--- src/rtl/intr_prio_pkg.sv ---
// Shared constants, FSM state encoding and index helper for the interrupt priority encoder.
package intr_prio_pkg;

    localparam int N_REQ  = 4;
    localparam int CODE_W = 2;

    typedef enum logic {
        EMPTY = 1'b0,
        HOLD  = 1'b1
    } state_t;

    // Index reached by stepping 'off' places down from p, wrapping modulo N_REQ.
    function automatic logic [CODE_W-1:0] rotIdx(input logic [CODE_W-1:0] p, input int off);
        return p - CODE_W'(off);
    endfunction

endpackage

--- src/rtl/intr_prio_enc_sel.sv ---
// Combinational priority selector: searches cand starting at index p and walking downward.
// With p held at N_REQ-1 this is the plain highest-index-wins encoder.
module prio_sel #(
    parameter int N_REQ  = intr_prio_pkg::N_REQ,
    parameter int CODE_W = intr_prio_pkg::CODE_W
) (
    input  logic [N_REQ-1:0]  cand,
    input  logic [CODE_W-1:0] p,
    output logic [CODE_W-1:0] index,
    output logic              found
);
    import intr_prio_pkg::*;

    // Walk from lowest to highest priority so the last hit (offset 0) wins.
    always_comb begin
        index = '0;
        found = 1'b0;
        for (int i = N_REQ - 1; i >= 0; i--) begin
            if (cand[rotIdx(p, i)]) begin
                index = rotIdx(p, i);
                found = 1'b1;
            end
        end
    end

endmodule

--- src/rtl/intr_prio_enc.sv ---
// Interrupt priority encoder with sticky pending set and valid/ready output handshake.
// Define INTR_PRIO_ENC_RR_EN for rotating priority; otherwise fixed priority (3 > 2 > 1 > 0).
module intr_prio_enc #(
    parameter int N_REQ  = intr_prio_pkg::N_REQ,
    parameter int CODE_W = intr_prio_pkg::CODE_W
) (
    input  logic              clk,
    input  logic              rst,
    input  logic [N_REQ-1:0]  req,
    output logic [CODE_W-1:0] y,
    output logic              valid,
    input  logic              ready,
    output logic [N_REQ-1:0]  pend
);
    import intr_prio_pkg::*;

    state_t             r_state;
    logic [CODE_W-1:0]  r_y;
    logic               r_valid;
    logic [N_REQ-1:0]   r_pend;

    logic [N_REQ-1:0]   w_cand;
    logic [CODE_W-1:0]  w_idx;
    logic [CODE_W-1:0]  w_ptr;
    logic               w_found;
    logic               w_issue;

    assign w_cand  = r_pend | req;
    assign w_issue = (r_state == EMPTY) || ready;

    prio_sel #(
        .N_REQ  (N_REQ),
        .CODE_W (CODE_W)
    ) u_sel (
        .cand  (w_cand),
        .p     (w_ptr),
        .index (w_idx),
        .found (w_found)
    );

`ifdef INTR_PRIO_ENC_RR_EN
    logic [CODE_W-1:0] r_ptr;

    // After issuing k the search starts just below k, so k becomes lowest priority.
    always_ff @(posedge clk) begin
        if (rst) begin
            r_ptr <= CODE_W'(N_REQ - 1);
        end else if (w_issue && w_found) begin
            r_ptr <= w_idx - CODE_W'(1);
        end
    end

    assign w_ptr = r_ptr;
`else
    assign w_ptr = CODE_W'(N_REQ - 1);
`endif

    // An issue cycle consumes the selected bit of cand; otherwise new requests just accumulate.
    always_ff @(posedge clk) begin
        if (rst) begin
            r_state <= EMPTY;
            r_valid <= 1'b0;
            r_y     <= '0;
            r_pend  <= '0;
        end else if (w_issue) begin
            if (w_found) begin
                r_state <= HOLD;
                r_valid <= 1'b1;
                r_y     <= w_idx;
                r_pend  <= w_cand & ~(N_REQ'(1) << w_idx);
            end else begin
                r_state <= EMPTY;
                r_valid <= 1'b0;
                r_pend  <= '0;
            end
        end else begin
            r_pend <= w_cand;
        end
    end

    assign y     = r_y;
    assign valid = r_valid;
    assign pend  = r_pend;

endmodule

--- config.mk ---
export PLATFORM = sky130hd
export DESIGN_NAME = intr_prio_enc
export DESIGN_NICKNAME = d
export VERILOG_FILES = /design/src/rtl/intr_prio_pkg.sv /design/src/rtl/intr_prio_enc_sel.sv /design/src/rtl/intr_prio_enc.sv
export SDC_FILE = /design/constraint.sdc
export NUM_CORES = 1
export LEC_CHECK = 0
export ABC_AREA = 1
export BUFFER_PORTS_ARGS = -buffer_cell sky130_fd_sc_hd__buf_2
export CORE_AREA = 2 2 39 41
export DETAILED_ROUTE_END_ITERATION = 7
export DIE_AREA = 0 0 41 43
export PLACE_DENSITY = 0.61
export RECOVER_POWER = 50
export SLEW_MARGIN = 10
export SYNTH_ARGS = -nofsm -noshare
export SYNTH_HDL_FRONTEND = slang
export SYNTH_HIERARCHICAL = 1
export SYNTH_SLANG_ARGS = --single-unit
--- constraint.sdc ---
create_clock -name clk -period 2.44 [get_ports clk]
set_input_delay 0.244 -clock clk [delete_from_list [all_inputs] [get_ports clk]]
set_output_delay 0.244 -clock clk [all_outputs]
set_load 0.05 [all_outputs]
== Word level (Yosys, flattened, before mapping) ==
Index checks and enable logic that the tools add are counted.

* Flip-flop bits (word level): 7
* Bits of input ports: 7

* Reduce and logical (&&, ||, !) cells: 2
* Shifts and indexed selects: 1
* Muxes and demuxes: 10
* Bitwise gates (word level): 4

{| class="wikitable"
|+ Operator list
! kind !! count
|-
| $mux 4 || 2
|-
| $mux 1 || 6
|-
| $and 4x4->4 || 1
|-
| $mux 2 || 2
|-
| $not 4->4 || 1
|-
| $or 4x4->4 || 1
|-
| $shl 1x2->4 const A || 1
|-
| $reduce_and 2->1 || 1
|-
| $logic_or 1x1->1 || 1
|-
| $not 1->1 || 1
|}

== Logic depth before layout (Yosys ltp) ==
* Word-level depth: 9
* Mapped depth: 15
* Gate-level depth less buffers: 15

== Hierarchy ==
The synthesis kept the hierarchy.

{| class="wikitable"
|+ Modules (own cells, without submodules)
! module !! area each (um^2) !! sequential area each (um^2) !! times used !! cells an instance
|-
| intr_prio_enc || 319.1 || 140.1 || 1 || 46
|-
| prio_sel || 206.4 || 0.0 || 1 || 43
|}

== Worst setup path before layout ==
Ideal clock, no wire load.

* Kind: reg-to-reg
* Start point: register r_pend[3] (netlist: pend[3])
* End point: register r_pend[1] (netlist: pend[1])
* Path slack: 0.708 ns
* Arrival: 1.620 ns
* Stages on the path, launching flop included: 16
* Library setup time: 0.112 ns
* Data required time: 2.328 ns
* Buffers on the path: 0
* Clock period less this slack: 1.732 ns
* Cells stage by stage: dfxtp_1 or2_1 inv_1 nand2_2 and2_4 nand2_2 nand2_2 clkinv_1 nand2_1 nand2_1 nand2_1 inv_1 nor2_1 nand2_1 nand2_1 nor2_1

* Longest elaborated chain between the ends: 7

{| class="wikitable"
|+ RTL lines
! what !! line !! RTL
|-
| from (decl) || intr_prio_enc.sv:20 || <nowiki>logic [N_REQ-1:0] r_pend;</nowiki>
|-
| from (signal assigned) || intr_prio_enc.sv:70 || <nowiki>r_pend <= w_cand & ~(N_REQ'(1) << w_idx);</nowiki>
|-
| from (signal assigned) || intr_prio_enc.sv:77 || <nowiki>r_pend <= w_cand;</nowiki>
|-
| $or 4x4->4 || intr_prio_enc.sv:28 || <nowiki>assign w_cand = r_pend | req;</nowiki>
|-
| named net w_cand[3] || intr_prio_enc.sv:22 || <nowiki>logic [N_REQ-1:0] w_cand;</nowiki>
|-
| $mux 2 || intr_prio_enc_sel.sv:19 || <nowiki>if (cand[rotIdx(p, i)]) begin</nowiki>
|-
| named net w_idx[0] || intr_prio_enc.sv:23 || <nowiki>logic [CODE_W-1:0] w_idx;</nowiki>
|-
| $shl 1x2->4 || intr_prio_enc.sv:70 ||
|-
| $not 4->4 || intr_prio_enc.sv:70 ||
|-
| $and 4x4->4 || intr_prio_enc.sv:70 ||
|-
| $mux 4 || intr_prio_enc.sv:66 || <nowiki>if (w_found) begin</nowiki>
|-
| $mux 4 || intr_prio_enc.sv:65 || <nowiki>end else if (w_issue) begin</nowiki>
|}

The timed path passes the listed nets, and every way through them passes these cells.
A chain may end at the register's enable or synchronous reset.

== Final worst setup path ==
* Start point: register r_pend[2] (netlist: pend[2])
* End point: register r_pend[2] (netlist: pend[2])

{| class="wikitable"
|+ RTL lines
! what !! line !! RTL
|-
| $or 4x4->4 || intr_prio_enc.sv:28 ||
|-
| named net w_cand[2] || intr_prio_enc.sv:22 ||
|-
| $mux 1 (2 in series) || intr_prio_enc_sel.sv:19 ||
|-
| named net w_found || intr_prio_enc.sv:25 || <nowiki>logic w_found;</nowiki>
|-
| $mux 4 || intr_prio_enc.sv:66 ||
|-
| $mux 4 || intr_prio_enc.sv:65 ||
|}

The timed path passes the listed nets, and every way through them passes these cells.

==> impl_metrics.prom <==
# TYPE chip_impl_metric gauge
chip_impl_info{name="layout_commonest_cell",value="sky130_fd_sc_hd__nand2_1"} 1
chip_impl_metric{name="final_layout_size_suffix_gt1_frac",unit=""} 0.171
chip_impl_info{name="synth_area_leader_cell",value="sky130_fd_sc_hd__dfxtp_1"} 1
chip_impl_metric{name="slew_headroom",unit=""} 0.604
chip_impl_metric{name="hpwlAfterDp",unit="um"} 800
chip_impl_info{name="tritoncts",value="yes"} 1
chip_impl_metric{name="cts_num_sinks",unit=""} 7
chip_impl_metric{name="xor_xnor_fraction_of_synth_area",unit=""} 0.0167
chip_impl_info{name="critical_path.most_common_cell",value="sky130_fd_sc_hd__nor2_1"} 1
chip_impl_info{name="worst_setup_path_start_kind",value="flip-flop"} 1
chip_impl_metric{name="tightest_slew",unit="ps"} 597
chip_impl_info{name="grt_setup_unrepaired",value="false"} 1
chip_impl_info{name="crit_slowest_cell",value="sky130_fd_sc_hd__dfxtp_1"} 1
chip_impl_metric{name="overflow",unit=""} 0
chip_impl_metric{name="detail_route.wirelength",unit="mm"} 1.03
chip_impl_metric{name="synth.mux.area_fraction",unit=""} 0
chip_impl_metric{name="die_area",unit="um2"} 1760
chip_impl_metric{name="post_synth_num_cell_types",unit=""} 19
chip_impl_metric{name="cp.required",unit="ps"} 2580
chip_impl_metric{name="groute.usage.overall",unit=""} 0.147
chip_impl_info{name="run_status",value="finished, final reports clean"} 1
chip_impl_metric{name="cp_slowest_stage_delay",unit="ps"} 310
chip_impl_metric{name="average_wire_per_cell_in_the_routed_design",unit="um"} 8.09
chip_impl_metric{name="adder_cell_fraction_of_synth_area",unit=""} 0
chip_impl_metric{name="max_cap_viol_count",unit=""} 0
chip_impl_metric{name="dr_pass1_iterations",unit=""} 4
chip_impl_info{name="path_cells",value="or2_2 > nand2_1 > o21ai_2 > nor2_1 > nand3b_1 > inv_2 > nand2_2 > nand2_4 > nor2_1"} 1
chip_impl_metric{name="min_period",unit="ps"} 1540
chip_impl_metric{name="cts.repair_timing.setup_buffer_count",unit=""} 0
chip_impl_metric{name="synth.avg_cell_area",unit="um2"} 5.90
chip_impl_info{name="worstHoldPathType",value="input pin to flip-flop"} 1
chip_impl_metric{name="wl_met2",unit="um"} 509
chip_impl_metric{name="ys_warn_count",unit=""} 6
chip_impl_metric{name="worst-path-buf-inv",unit=""} 1
chip_impl_metric{name="antenna_found_initial",unit=""} 0
chip_impl_metric{name="worst_clock_skew",unit="ps"} 1.23
chip_impl_metric{name="clock_latency",unit="ps"} 250
chip_impl_metric{name="grt_pass1_vias",unit=""} 467
chip_impl_metric{name="postLayoutCellArea",unit="um2"} 639
chip_impl_metric{name="drcViolationCount",unit=""} 0
chip_impl_metric{name="setup_viol_count_final",unit=""} 0
chip_impl_metric{name="dr.first_iter.drc_count",unit=""} 8
chip_impl_metric{name="static-leakage-power",unit="nW"} 0.395
chip_impl_metric{name="grt_first_pass_wirelength",unit="mm"} 1.75
chip_impl_metric{name="synth_compound_gate_area_share",unit=""} 0.0452
chip_impl_metric{name="numCtsBuffers",unit=""} 3
chip_impl_metric{name="cts.hold.buffers_added",unit=""} 0
chip_impl_info{name="kind_of_critical_path",value="flip-flop to flip-flop"} 1
chip_impl_metric{name="synthCells",unit=""} 89
chip_impl_info{name="cp-end-kind",value="flip-flop"} 1
chip_impl_metric{name="floorplan.io_pins",unit=""} 14
chip_impl_metric{name="powerDensity",unit="nW/um2"} 613
chip_impl_metric{name="placementRows",unit=""} 14
chip_impl_metric{name="met1Wirelength",unit="um"} 462
chip_impl_info{name="final_cell_mix",value="sky130_fd_sc_hd__nand2_1, sky130_fd_sc_hd__inv_1, sky130_fd_sc_hd__nor2_1"} 1
chip_impl_metric{name="finalHoldViolCount",unit=""} 0
chip_impl_metric{name="htree_num_levels",unit=""} 1
chip_impl_metric{name="drtAntennaViolNets",unit=""} 0
chip_impl_info{name="dr.max_layer_used",value="met4"} 1
chip_impl_metric{name="chipWidth",unit="um"} 41
chip_impl_metric{name="path_max_fanout",unit=""} 5
chip_impl_metric{name="ys_seq_area_frac",unit=""} 0.267
chip_impl_metric{name="fin_setup_tns",unit="ps"} 0
chip_impl_metric{name="fin_nets",unit=""} 119
chip_impl_metric{name="dieHeight",unit="um"} 43
chip_impl_metric{name="post_dr_vias_cell",unit=""} 4.24
chip_impl_metric{name="final_min_period_over_clock_period",unit=""} 0.633
chip_impl_metric{name="postCtsResizedCells",unit=""} 0
chip_impl_info{name="cell_types_with_the_largest_area_share_after_synthesis",value="sky130_fd_sc_hd__dfxtp_1, sky130_fd_sc_hd__nand2_1, sky130_fd_sc_hd__nand3_1"} 1
chip_impl_metric{name="worst_ir_drop_vdd",unit="mV"} 0.370
chip_impl_metric{name="met3_wirelength",unit="um"} 42
chip_impl_metric{name="max-clock-path-buffers",unit=""} 2
chip_impl_metric{name="initial_core_util",unit=""} 0.380
chip_impl_metric{name="cell_area_placed",unit="um2"} 622
chip_impl_metric{name="place.gp.congestion",unit=""} 0.768
chip_impl_info{name="clk_root_buffer_cell",value="sky130_fd_sc_hd__clkbuf_4"} 1
chip_impl_metric{name="slew_violations",unit=""} 0
chip_impl_metric{name="synth_simple_gate_area_share",unit=""} 0.543
chip_impl_metric{name="floorplan.core_area",unit="um2"} 1380
chip_impl_metric{name="port-buffer-count",unit=""} 13
chip_impl_metric{name="syn-cell-area",unit="um2"} 526
chip_impl_metric{name="fmax",unit="GHz"} 0.647
chip_impl_metric{name="synth.ff_latch_count",unit=""} 7
chip_impl_metric{name="grt_max_degree",unit=""} 11
chip_impl_metric{name="cp_data_arrival_time",unit="ps"} 1690
chip_impl_info{name="crit_family",value="simple AND/OR/NAND/NOR gates"} 1
chip_impl_metric{name="n_antenna_cell",unit=""} 0
chip_impl_metric{name="num_vias",unit=""} 539
chip_impl_metric{name="area_growth",unit="%"} 21.7
chip_impl_info{name="synth_top_family_by_area",value="simple AND/OR/NAND/NOR gates"} 1
chip_impl_metric{name="synthDominantCellAreaShare",unit=""} 0.267
chip_impl_metric{name="clkTransAtPathRegs",unit="ps"} 50
-- worst register-to-register path, stage by stage, from the launching register on --
cell and delay (ps):
sky130_fd_sc_hd__dfxtp_1 310, sky130_fd_sc_hd__or2_2 290, sky130_fd_sc_hd__nand2_1 90, sky130_fd_sc_hd__o21ai_2 80, sky130_fd_sc_hd__nor2_1 130, sky130_fd_sc_hd__nand3b_1 220
sky130_fd_sc_hd__inv_2 110, sky130_fd_sc_hd__nand2_2 70, sky130_fd_sc_hd__nand2_4 80, sky130_fd_sc_hd__nor2_1 60
-- area by class of cell --
class | count | area, um2
clock buffers | 4 | 26.3
inverters | 14 | 52.6
flip-flops and latches | 7 | 140
multi-input cells | 73 | 344
fillers | 155 | 744
repair buffers | 13 | 56.3
well taps | 16 | 20.0
-- per-layer routing --
metal  global-route usage  up-vias
li1                     -      304
met1                0.176      222
met2                0.231       11
met3               0.0157        2
met4                0.100        0
met5                    0        -
-- flip-flops by register name, summed over array words and instances (netlist names) --
register	count
valid	1
y	2
pend	4
-- synth_stat cells --
library cell	instances
sky130_fd_sc_hd__clkinv_1	1
sky130_fd_sc_hd__inv_1	12
sky130_fd_sc_hd__o21ai_2	1
sky130_fd_sc_hd__xnor2_1	1
sky130_fd_sc_hd__nand3_1	10
sky130_fd_sc_hd__and2_4	1
sky130_fd_sc_hd__a21oi_1	2
sky130_fd_sc_hd__nand2_1	28
sky130_fd_sc_hd__or2_1	3
sky130_fd_sc_hd__nand3b_1	1
sky130_fd_sc_hd__buf_6	1
sky130_fd_sc_hd__o21ai_1	1
sky130_fd_sc_hd__conb_1	1
sky130_fd_sc_hd__nand2_4	2
sky130_fd_sc_hd__nand2_2	4
sky130_fd_sc_hd__inv_2	1
sky130_fd_sc_hd__dfxtp_1	7
sky130_fd_sc_hd__nor2_1	11
sky130_fd_sc_hd__or2_2	1
-- through the flow --
step / util / setup WS, ps / instances / hold slack, ps / total power, mW
after global placement: 0.449 / 852 / 123 / 464 / 0.288
after detailed placement: 0.449 / 831 / 123 / 465 / 0.289
after floorplan: - / 708 / 95 / 444 / 0.264
final: 0.462 / 895 / 127 / 282 / 0.392
after global routing: 0.462 / 681 / 127 / 308 / 0.420
after CTS: 0.468 / 883 / 127 / 280 / 0.400
-- logic make-up (layout without fill, tap and decap cells) --
| logic type | count (synthesis) | count (layout) |
|---|---|---|
| AOI/OAI and AO/OA | 4 | 4 |
| xor gates and xnor gates | 1 | 1 |
| buffers and inverters | 15 | 31 |
| DFF | 7 | 7 |
| other | 1 | 7 |
| and+or+nand+nor | 61 | 61 |
-- power by group --
group	leakage [nW]	total [mW]	switching, mW	internal [mW]
clock	0.0150	0.106	0.0436	0.0625
sequential	0.0584	0.133	0.00579	0.127
combinational	0.322	0.153	0.109	0.0442
total	0.395	0.392	0.158	0.234
-- final timing paths --
kind,cells after the start,to,from,slack (ps)
worst max-delay path,9,pend[2],pend[2],900
worst min-delay path,4,y[0],rst,280
worst max register to register,9,pend[2],pend[2],900
worst min register to register,2,y[1],y[1],480
(Power assumes the default switching activity.)
